File: src/rtl/bram_read_arbiter.sv
// Round-robin arbiter sharing one BRAM read port among NUM_PORTS requesters, with tag pipeline routing returns.
// Optional per-port saturating grant counters are built when BRAM_ARB_STATS_EN is defined.
module bram_read_arbiter #(
  parameter int NUM_PORTS       = 4,
  parameter int LOG_NUM_PORTS   = 2,
  parameter int LOG_MAX_ADDRESS = 16,
  parameter int DATA_WIDTH      = 8,
  parameter int READ_LATENCY    = 2
) (
  input  logic                                 clk,
  input  logic                                 rst,
  input  logic                                 enable,
  input  logic [NUM_PORTS-1:0]                 req_in,
  input  logic [NUM_PORTS*LOG_MAX_ADDRESS-1:0] address_in,
  output logic [NUM_PORTS-1:0]                 grant_out,
  output logic [LOG_MAX_ADDRESS-1:0]           bram_address_out,
  output logic                                 bram_request,
  input  logic                                 bram_valid_in,
  input  logic [DATA_WIDTH-1:0]                bram_data_in,
  output logic [NUM_PORTS-1:0]                 valid_out,
  output logic [DATA_WIDTH-1:0]                data_out
`ifdef BRAM_ARB_STATS_EN
  ,
  input  logic [LOG_NUM_PORTS-1:0]             stats_sel,
  output logic [15:0]                          stats_count
`endif
);

  logic [LOG_NUM_PORTS-1:0] ptr_q, ptr_d;
  logic                     grant_any;
  logic [LOG_NUM_PORTS-1:0] grant_idx;
  logic                     tag_valid_q [READ_LATENCY];
  logic [LOG_NUM_PORTS-1:0] tag_idx_q   [READ_LATENCY];
  logic                     ret_hit;

  // Two passes emulate a search starting at ptr_q and wrapping, without modulo indexing.
  always_comb begin
    grant_out        = '0;
    grant_any        = 1'b0;
    grant_idx        = '0;
    bram_address_out = '0;
    if (enable && !rst) begin
      for (int i = 0; i < NUM_PORTS; i++) begin
        if (!grant_any && req_in[i] && (i >= int'(ptr_q))) begin
          grant_any        = 1'b1;
          grant_idx        = LOG_NUM_PORTS'(i);
          grant_out[i]     = 1'b1;
          bram_address_out = address_in[i*LOG_MAX_ADDRESS +: LOG_MAX_ADDRESS];
        end
      end
      for (int i = 0; i < NUM_PORTS; i++) begin
        if (!grant_any && req_in[i] && (i < int'(ptr_q))) begin
          grant_any        = 1'b1;
          grant_idx        = LOG_NUM_PORTS'(i);
          grant_out[i]     = 1'b1;
          bram_address_out = address_in[i*LOG_MAX_ADDRESS +: LOG_MAX_ADDRESS];
        end
      end
    end
  end

  assign bram_request = grant_any;

  always_comb begin
    ptr_d = ptr_q;
    if (grant_any) begin
      ptr_d = (int'(grant_idx) == NUM_PORTS - 1) ? '0 : grant_idx + LOG_NUM_PORTS'(1);
    end
  end

  always_ff @(posedge clk) begin
    if (rst) begin
      ptr_q <= '0;
    end else begin
      ptr_q <= ptr_d;
    end
  end

  // Each stage carries {valid, port}; the last stage lines up with the BRAM return.
  always_ff @(posedge clk) begin
    if (rst) begin
      for (int i = 0; i < READ_LATENCY; i++) begin
        tag_valid_q[i] <= 1'b0;
        tag_idx_q[i]   <= '0;
      end
    end else begin
      tag_valid_q[0] <= grant_any;
      tag_idx_q[0]   <= grant_idx;
      for (int i = 1; i < READ_LATENCY; i++) begin
        tag_valid_q[i] <= tag_valid_q[i-1];
        tag_idx_q[i]   <= tag_idx_q[i-1];
      end
    end
  end

  assign ret_hit  = !rst && bram_valid_in && tag_valid_q[READ_LATENCY-1];
  assign data_out = bram_data_in;

  genvar gi;
  for (gi = 0; gi < NUM_PORTS; gi++) begin : g_valid
    assign valid_out[gi] = ret_hit && (int'(tag_idx_q[READ_LATENCY-1]) == gi);
  end

`ifdef BRAM_ARB_STATS_EN
  logic [NUM_PORTS*16-1:0] cnt_flat;

  for (gi = 0; gi < NUM_PORTS; gi++) begin : g_cnt
    logic [15:0] cnt_q, cnt_d;

    always_comb begin
      cnt_d = cnt_q;
      if (grant_out[gi] && (cnt_q != 16'hFFFF)) begin
        cnt_d = cnt_q + 16'd1;
      end
    end

    always_ff @(posedge clk) begin
      if (rst) begin
        cnt_q <= '0;
      end else begin
        cnt_q <= cnt_d;
      end
    end

    assign cnt_flat[gi*16 +: 16] = cnt_q;
  end

  // Out-of-range selections read as zero.
  always_comb begin
    stats_count = '0;
    for (int i = 0; i < NUM_PORTS; i++) begin
      if (int'(stats_sel) == i) begin
        stats_count = cnt_flat[i*16 +: 16];
      end
    end
  end
`endif

endmodule

File: config.mk
export PLATFORM = sky130hd
export DESIGN_NAME = bram_read_arbiter
export DESIGN_NICKNAME = d
export VERILOG_FILES = /design/src/rtl/bram_read_arbiter.sv
export SDC_FILE = /design/constraint.sdc
export NUM_CORES = 1
export LEC_CHECK = 0
export CORE_MARGIN = 3
export CORE_UTILIZATION = 25
export CTS_BUF_LIST = sky130_fd_sc_hd__clkbuf_8
export DETAILED_ROUTE_END_ITERATION = 8
export MAX_ROUTING_LAYER = met4
export PLACE_DENSITY = 0.64
export SLEW_MARGIN = 20
export SYNTH_ARGS = -nofsm -noshare
export SYNTH_HDL_FRONTEND = slang
export SYNTH_SLANG_ARGS = --single-unit
File: constraint.sdc
create_clock -name clk -period 2.4 [get_ports clk]
set_clock_uncertainty 0.2 [all_clocks]
set_input_delay 0.48 -clock clk [delete_from_list [all_inputs] [get_ports clk]]
set_output_delay 0.48 -clock clk [all_outputs]
set_load 0.02 [all_outputs]
---- Word-level counts from Yosys, hierarchy flattened ----
Memories as Yosys holds them, arrays and structs flattened.
Index checks and enable logic that the tools add are counted.
word-level totals
  input bits .............................. 80
  bits in writable memories ............... 6
  memories ................................ 2
  word-level logic and storage cells ...... 89
  output and inout port bits .............. 33
  bits in registers ....................... 2
memories
  memory       depth  width  rd ports  clocked after Yosys merged registers in  write ports  RTL line  source
  tag_idx_q    2      2      2         0                                        2            33        logic [LOG_NUM_PORTS-1:0] tag_idx_q [READ_LATENCY];
  tag_valid_q  2      1      2         0                                        2            32        logic tag_valid_q [READ_LATENCY];
operators by class
  equality and inequality tests ........... 4
  reductions and logical operators ........ 27
  muxes and demuxes ....................... 44
  bitwise logic cells ..................... 4
  add/subtract/negate cells ............... 1
  magnitude comparators ................... 6
operator list
  operator                                                               count
  16-bit 2-to-1 mux                                                      8
  1-bit 2-to-1 mux                                                       26
  1-bit logical AND                                                      19
  2-bit 2-to-1 mux                                                       9
  1-bit zero test                                                        7
  2-bit by 1-bit equality test with 1-bit output, second input constant  2
  2-bit equality test, second input constant                             2
  1-bit by 2-bit >= comparator with 1-bit output, first input constant   2
  1-bit by 2-bit < comparator with 1-bit output, first input constant    2
  4-bit 2-to-1 mux                                                       1
  1-bit OR                                                               4
  2-bit by 1-bit adder with 2-bit output, second input constant          1
  2-bit >= comparator, first input constant                              1
  2-bit zero test                                                        1
  2-bit < comparator, first input constant                               1

---- Longest topological paths before layout ----
  depth after elaboration ................. 35
  depth in mapped cells ................... 9
  depth with buffers taken out ............ 5

---- Worst setup path before layout ----
No wires, ideal clock.
  path kind ............................... input port to output port
  start ................................... input port req_in[0]
  end ..................................... output port bram_address_out[10]
  stages .................................. 7
  buffers on the path ..................... 2
  required time ........................... 1720 ps
  path slack .............................. -47 ps
  arrival ................................. 1767 ps
  cell sequence ........................... nor2b_1 o21bai_1 and3_1 buf_4 buf_2 nand2_1 a31oi_1
between the ends
  cells in the longest elaborated chain, start to end .. 32
  elaborated cells between the ends (all ways) .. 38
  classes of those cells .................. mux: 20; reduce/logical: 18
RTL lines
  what                            RTL line  source
  start, declared                 13        input logic [NUM_PORTS-1:0] req_in,
  1-bit logical AND               44        if (!grant_any && req_in[i] && (i >= int'(ptr_q))) begin
  1-bit 2-to-1 mux                44
  1-bit 2-to-1 mux                42        if (enable && !rst) begin
  1-bit zero test                 44
  1-bit logical AND (2 in a row)  44
  1-bit 2-to-1 mux                44
  1-bit 2-to-1 mux                42
  1-bit zero test                 44
  (+13 left out)                  n/a
  1-bit zero test                 52        if (!grant_any && req_in[i] && (i < int'(ptr_q))) begin
  1-bit logical AND (2 in a row)  52
  1-bit 2-to-1 mux                52
  1-bit 2-to-1 mux                42
  1-bit zero test                 52
  1-bit logical AND (2 in a row)  52
  16-bit 2-to-1 mux (*)           52
  16-bit 2-to-1 mux (*)           42
  end, declared                   16        output logic [LOG_MAX_ADDRESS-1:0] bram_address_out,
Every way passes the cells marked *; elsewhere a longest branch is shown, timed or not. The select of a mux whose other input is x is not followed.

---- Final worst setup path ----
  start ................................... input port req_in[1]
  end ..................................... output port bram_address_out[14]
between the ends
  cells in the longest elaborated chain, start to end .. 28
  elaborated cells between the ends (all ways) .. 33
  classes of those cells .................. mux: 17; reduce/logical: 16
RTL lines
  what                            RTL line
  1-bit logical AND (2 in a row)  44
  1-bit 2-to-1 mux                44
  1-bit 2-to-1 mux                42
  1-bit zero test                 44
  1-bit logical AND (2 in a row)  44
  1-bit 2-to-1 mux                44
  1-bit 2-to-1 mux                42
  1-bit zero test                 44
  (+8 left out)                   n/a
  1-bit zero test                 52
  1-bit logical AND (2 in a row)  52
  1-bit 2-to-1 mux                52
  1-bit 2-to-1 mux                42
  1-bit zero test                 52
  1-bit logical AND (2 in a row)  52
  16-bit 2-to-1 mux (*)           52
  16-bit 2-to-1 mux (*)           42
Marked as above.

==> impl_results.rst <==
.. list-table::
   :header-rows: 1

   * - Metric
     - Value
   * - Final Wtd Congestion
     - approximately 0.92
   * - Vertical die dimension
     - 85.7 µm
   * - First-pass GRT wire length
     - approximately 12,000 µm
   * - Post-synthesis sequential element count
     - 8
   * - Vias after detailed routing
     - about 2,500
   * - TritonCTS clock tree
     - done
   * - Post-route insts no fill
     - around 460
   * - Core region area
     - 0.00603 mm²
   * - Clock transition at the registers of the reported paths
     - roughly 40 ps
   * - Count of distinct cell types in the synthesized netlist
     - 39
   * - Max Fclk
     - between 300 and 400 MHz
   * - CP max stage cell
     - a21o_1
   * - Combined area of all synthesized cells
     - roughly 0.0016 mm²
   * - Ratio of routed vias to standard cells
     - around 5.4
   * - Area grow syn2layout
     - 125%
   * - Area after detailed placement
     - between 0.002 and 0.003 mm²
   * - Total grt overflow
     - 0
   * - Syn. warnings
     - 0
   * - Max capacitance violation total
     - 0
   * - Die X-Extent
     - between 80 and 90 µm
   * - Floorplan row count
     - 28
   * - Antenna violations before repair
     - 0
   * - Final setup violation count
     - 16
   * - Diode count
     - 0
   * - Total wire length after detailed routing
     - 7890 µm
   * - Critical register-to-register path endpoint
     - ptr_q[1]
   * - Final Hold Vio Count
     - 0
   * - Cell with the most instances on the worst path
     - buf_4
   * - Number of nets with antenna violations after detailed routing
     - 0
   * - Final worst hold slack
     - 234 ps
   * - Vias in the first global route
     - between 2,000 and 2,500
   * - Clock network latency to the later pin of the worst-skew pair
     - between 200 and 250 ps
   * - Die footprint
     - between 0.007 and 0.008 mm²
   * - Global routing usage summed across all routing layers
     - 0.196
   * - Syn nets
     - roughly 320
   * - Commonest cells after routing, fill and taps aside
     - 80 x buf_4, 64 x clkdlybuf4s50_1, 32 x nand2_1
   * - 1st-pass router iterations
     - 4
   * - Outcome
     - finished with violations
   * - Max H-tree Level
     - 1
   * - Fraction of the yosys area taken by sequential cells
     - 0.101
   * - Number of enable flip-flop cells after synthesis
     - 0
   * - Worst-case reg-to-reg path depth
     - 7
   * - Period utilisation layout
     - 1.07
   * - Number of logic stages on the critical path including buffering
     - 8
   * - Total count of max-transition violations in the final report
     - 0
   * - Sequence of cells on the critical path
     - buf_8 > buf_4 > nor2_2 > a32oi_4 > a21o_1 > buf_4 > a31oi_1 > buf_4
   * - Primary FF master, synth
     - dfxtp_1
   * - Worst Setup Slack, final
     - -177 ps
   * - Worst-path maximum fanout
     - 5
   * - Clk buf depth
     - 2
   * - Post-layout nets
     - 470
   * - Pin count of the biggest net entering global routing
     - 18
   * - Async SR Flop Fraction
     - 0
   * - CTS Sinks
     - 8
   * - Mean cell area of the mapped netlist
     - 6.70 µm²
   * - Endpoint required time on the critical path
     - between 1500 and 2000 ps
   * - Category of the critical setup timing path
     - input port to output pin
   * - Number of clock buffers inserted by TritonCTS
     - 3
   * - Element type at the critical path start
     - input port
   * - Critical path endpoint category
     - output pin
   * - Cells taking the most area after synthesis
     - dfxtp_1 10%, o221ai_1 8.3%, nand2_1 7.6%
   * - Total power divided by cell area
     - between 200 and 300 mW/mm²
   * - Yosys top cell area share
     - 0.101
   * - DRC violation count after routing
     - 0
   * - Critical path capture point
     - bram_address_out[14]
   * - Largest area contributor in the netlist
     - dfxtp_1
   * - Failing checks
     - negative setup slack
   * - Unrepaired setup endpoints after global routing
     - yes
   * - Starting density of the core
     - 0.263
   * - Boundary pin count
     - about 110
   * - Total negative setup slack
     - -2100 ps
   * - Cell class contributing the biggest share of worst-path delay
     - compound AO/OA/AOI/OAI gates
   * - CTS Root Cell
     - clkbuf_8
   * - Fraction of the core area covered by cells at the end of the flow
     - 0.593
   * - Wire length per cell
     - 17.0 µm
   * - Number of buffers inserted by port buffering
     - between 90 and 100
   * - DR iter-0 viols
     - 151
   * - Reported leakage power
     - 0.00143 µW
   * - IR drop worst, VDD
     - 0.000285 V
   * - CP Buf/Inv Count
     - 4
   * - Estimated wirelength of the detail-placed design
     - 5450 µm
   * - Synthesized netlist cell count
     - between 200 and 250
   * - First element of the critical path
     - req_in[1]
   * - Arrival @ worst endpoint
     - between 1500 and 2000 ps
   * - Number of cells in the design after placement
     - roughly 430
   * - Commonest non-fill, non-tap cell in the layout
     - buf_4
   * - Fraction of layout instances using a drive strength above 1
     - 0.466
   * - Post-route design area
     - 0.00357 mm²
   * - Shortest period the worst path allows
     - between 2000 and 3000 ps
   * - Min-Delay Path Class
     - flip-flop to flip-flop
   * - Largest stage delay, worst path
     - 280 ps
   * - Register-to-register path setup slack
     - 510 ps
   * - Worst slew margin
     - 0.771
   * - Critical register-to-register path startpoint
     - ptr_q[1]
   * - Worst slew pin tran
     - ~340 ps
==> repair_timing <==
item	4_1_cts	5_1_grt
pin swaps	9	13
endpoints found under the setup margin	25	21
resized for setup	165	55
hold buffers	0	0
buffers inserted	5	17
endpoints found under the hold margin	0	0
gates cloned	1	3
==> state kept, by name, summed over array words and instances (netlist names) <==
signal / cells
tag_idx_q: 4
tag_valid_q: 2
ptr_q: 2
==> synthesized netlist by cell type, types with 2 or more instances <==
master	count
a211o_1	4
a211oi_2	5
a21oi_1	22
a221oi_1	6
a221oi_2	5
a31oi_1	12
and3_1	2
buf_2	12
buf_4	10
buf_6	2
clkbuf_1	7
dfxtp_1	8
inv_1	10
nand2_1	32
nand2b_1	9
nand3_1	17
nor2_1	9
nor2b_1	6
nor3_1	4
o21ai_1	5
o21bai_1	12
o221ai_1	15
o311ai_0	5
or2_2	2
or3_1	2
==> how the worst min path moves through the flow <==
stage,from,end,slack (ps),cells after the start
after global placement,tag_idx_q[0][1],tag_idx_q[0][3],220,1
after global routing,tag_idx_q[0][1],tag_idx_q[0][3],250,1
final,tag_idx_q[0][0],tag_idx_q[0][2],230,1
after CTS,tag_idx_q[0][0],tag_idx_q[0][2],240,1
after detailed placement,tag_idx_q[0][0],tag_idx_q[0][2],230,1
after floorplan,tag_idx_q[0][0],tag_idx_q[0][2],210,1
==> cell type report <==
| cell class | instances | area, µm² |
|---|---|---|
| clock buffers | 3 | 41.3 |
| fillers | 528 | 2450 |
| inverters | 10 | 37.5 |
| multi-input cells | 188 | 1590 |
| flip-flops and latches | 8 | 168 |
| well taps | 75 | 93.8 |
| repair buffers | 179 | 1640 |
==> routing by layer <==
metal	vias to the layer above	wire [µm]	GRT usage	share of wire
met4	0	161	0.0504	0.020
met1	1163	3380	0.253	0.43
li1	1206	-	-	-
met5	-	0	-	0
met2	99	3920	0.328	0.50
met3	15	420	0.0192	0.053
==> metrics by stage <==
stage | total power [µW] | worst slack [ps]
3_5_place_dp | 713 | -1030
4_1_cts | 906 | -202
6_report | 994 | -177
3_3_place_gp | 710 | -1030
5_1_grt | 1050 | -235
2_1_floorplan | 425 | -44.6
==> power by group <==
group / leakage (µW) / switching (µW) / total (µW) / internal (µW)
clock: 0.0000216 / 50.9 / 159 / 108
sequential: 0.0000669 / 7.79 / 150 / 142
combinational: 0.00134 / 311 / 685 / 373
total: 0.00143 / 370 / 994 / 624
==> kinds of logic after synthesis <==
| logic type | Yosys count | share of synthesized area |
|---|---|---|
| and+or+nand+nor | 90 | 0.281 |
| buffers and inverters | 42 | 0.142 |
| AOI/OAI and AO/OA | 97 | 0.477 |
| DFF | 8 | 0.101 |
Note: power is estimated with default switching activity, not from simulation.
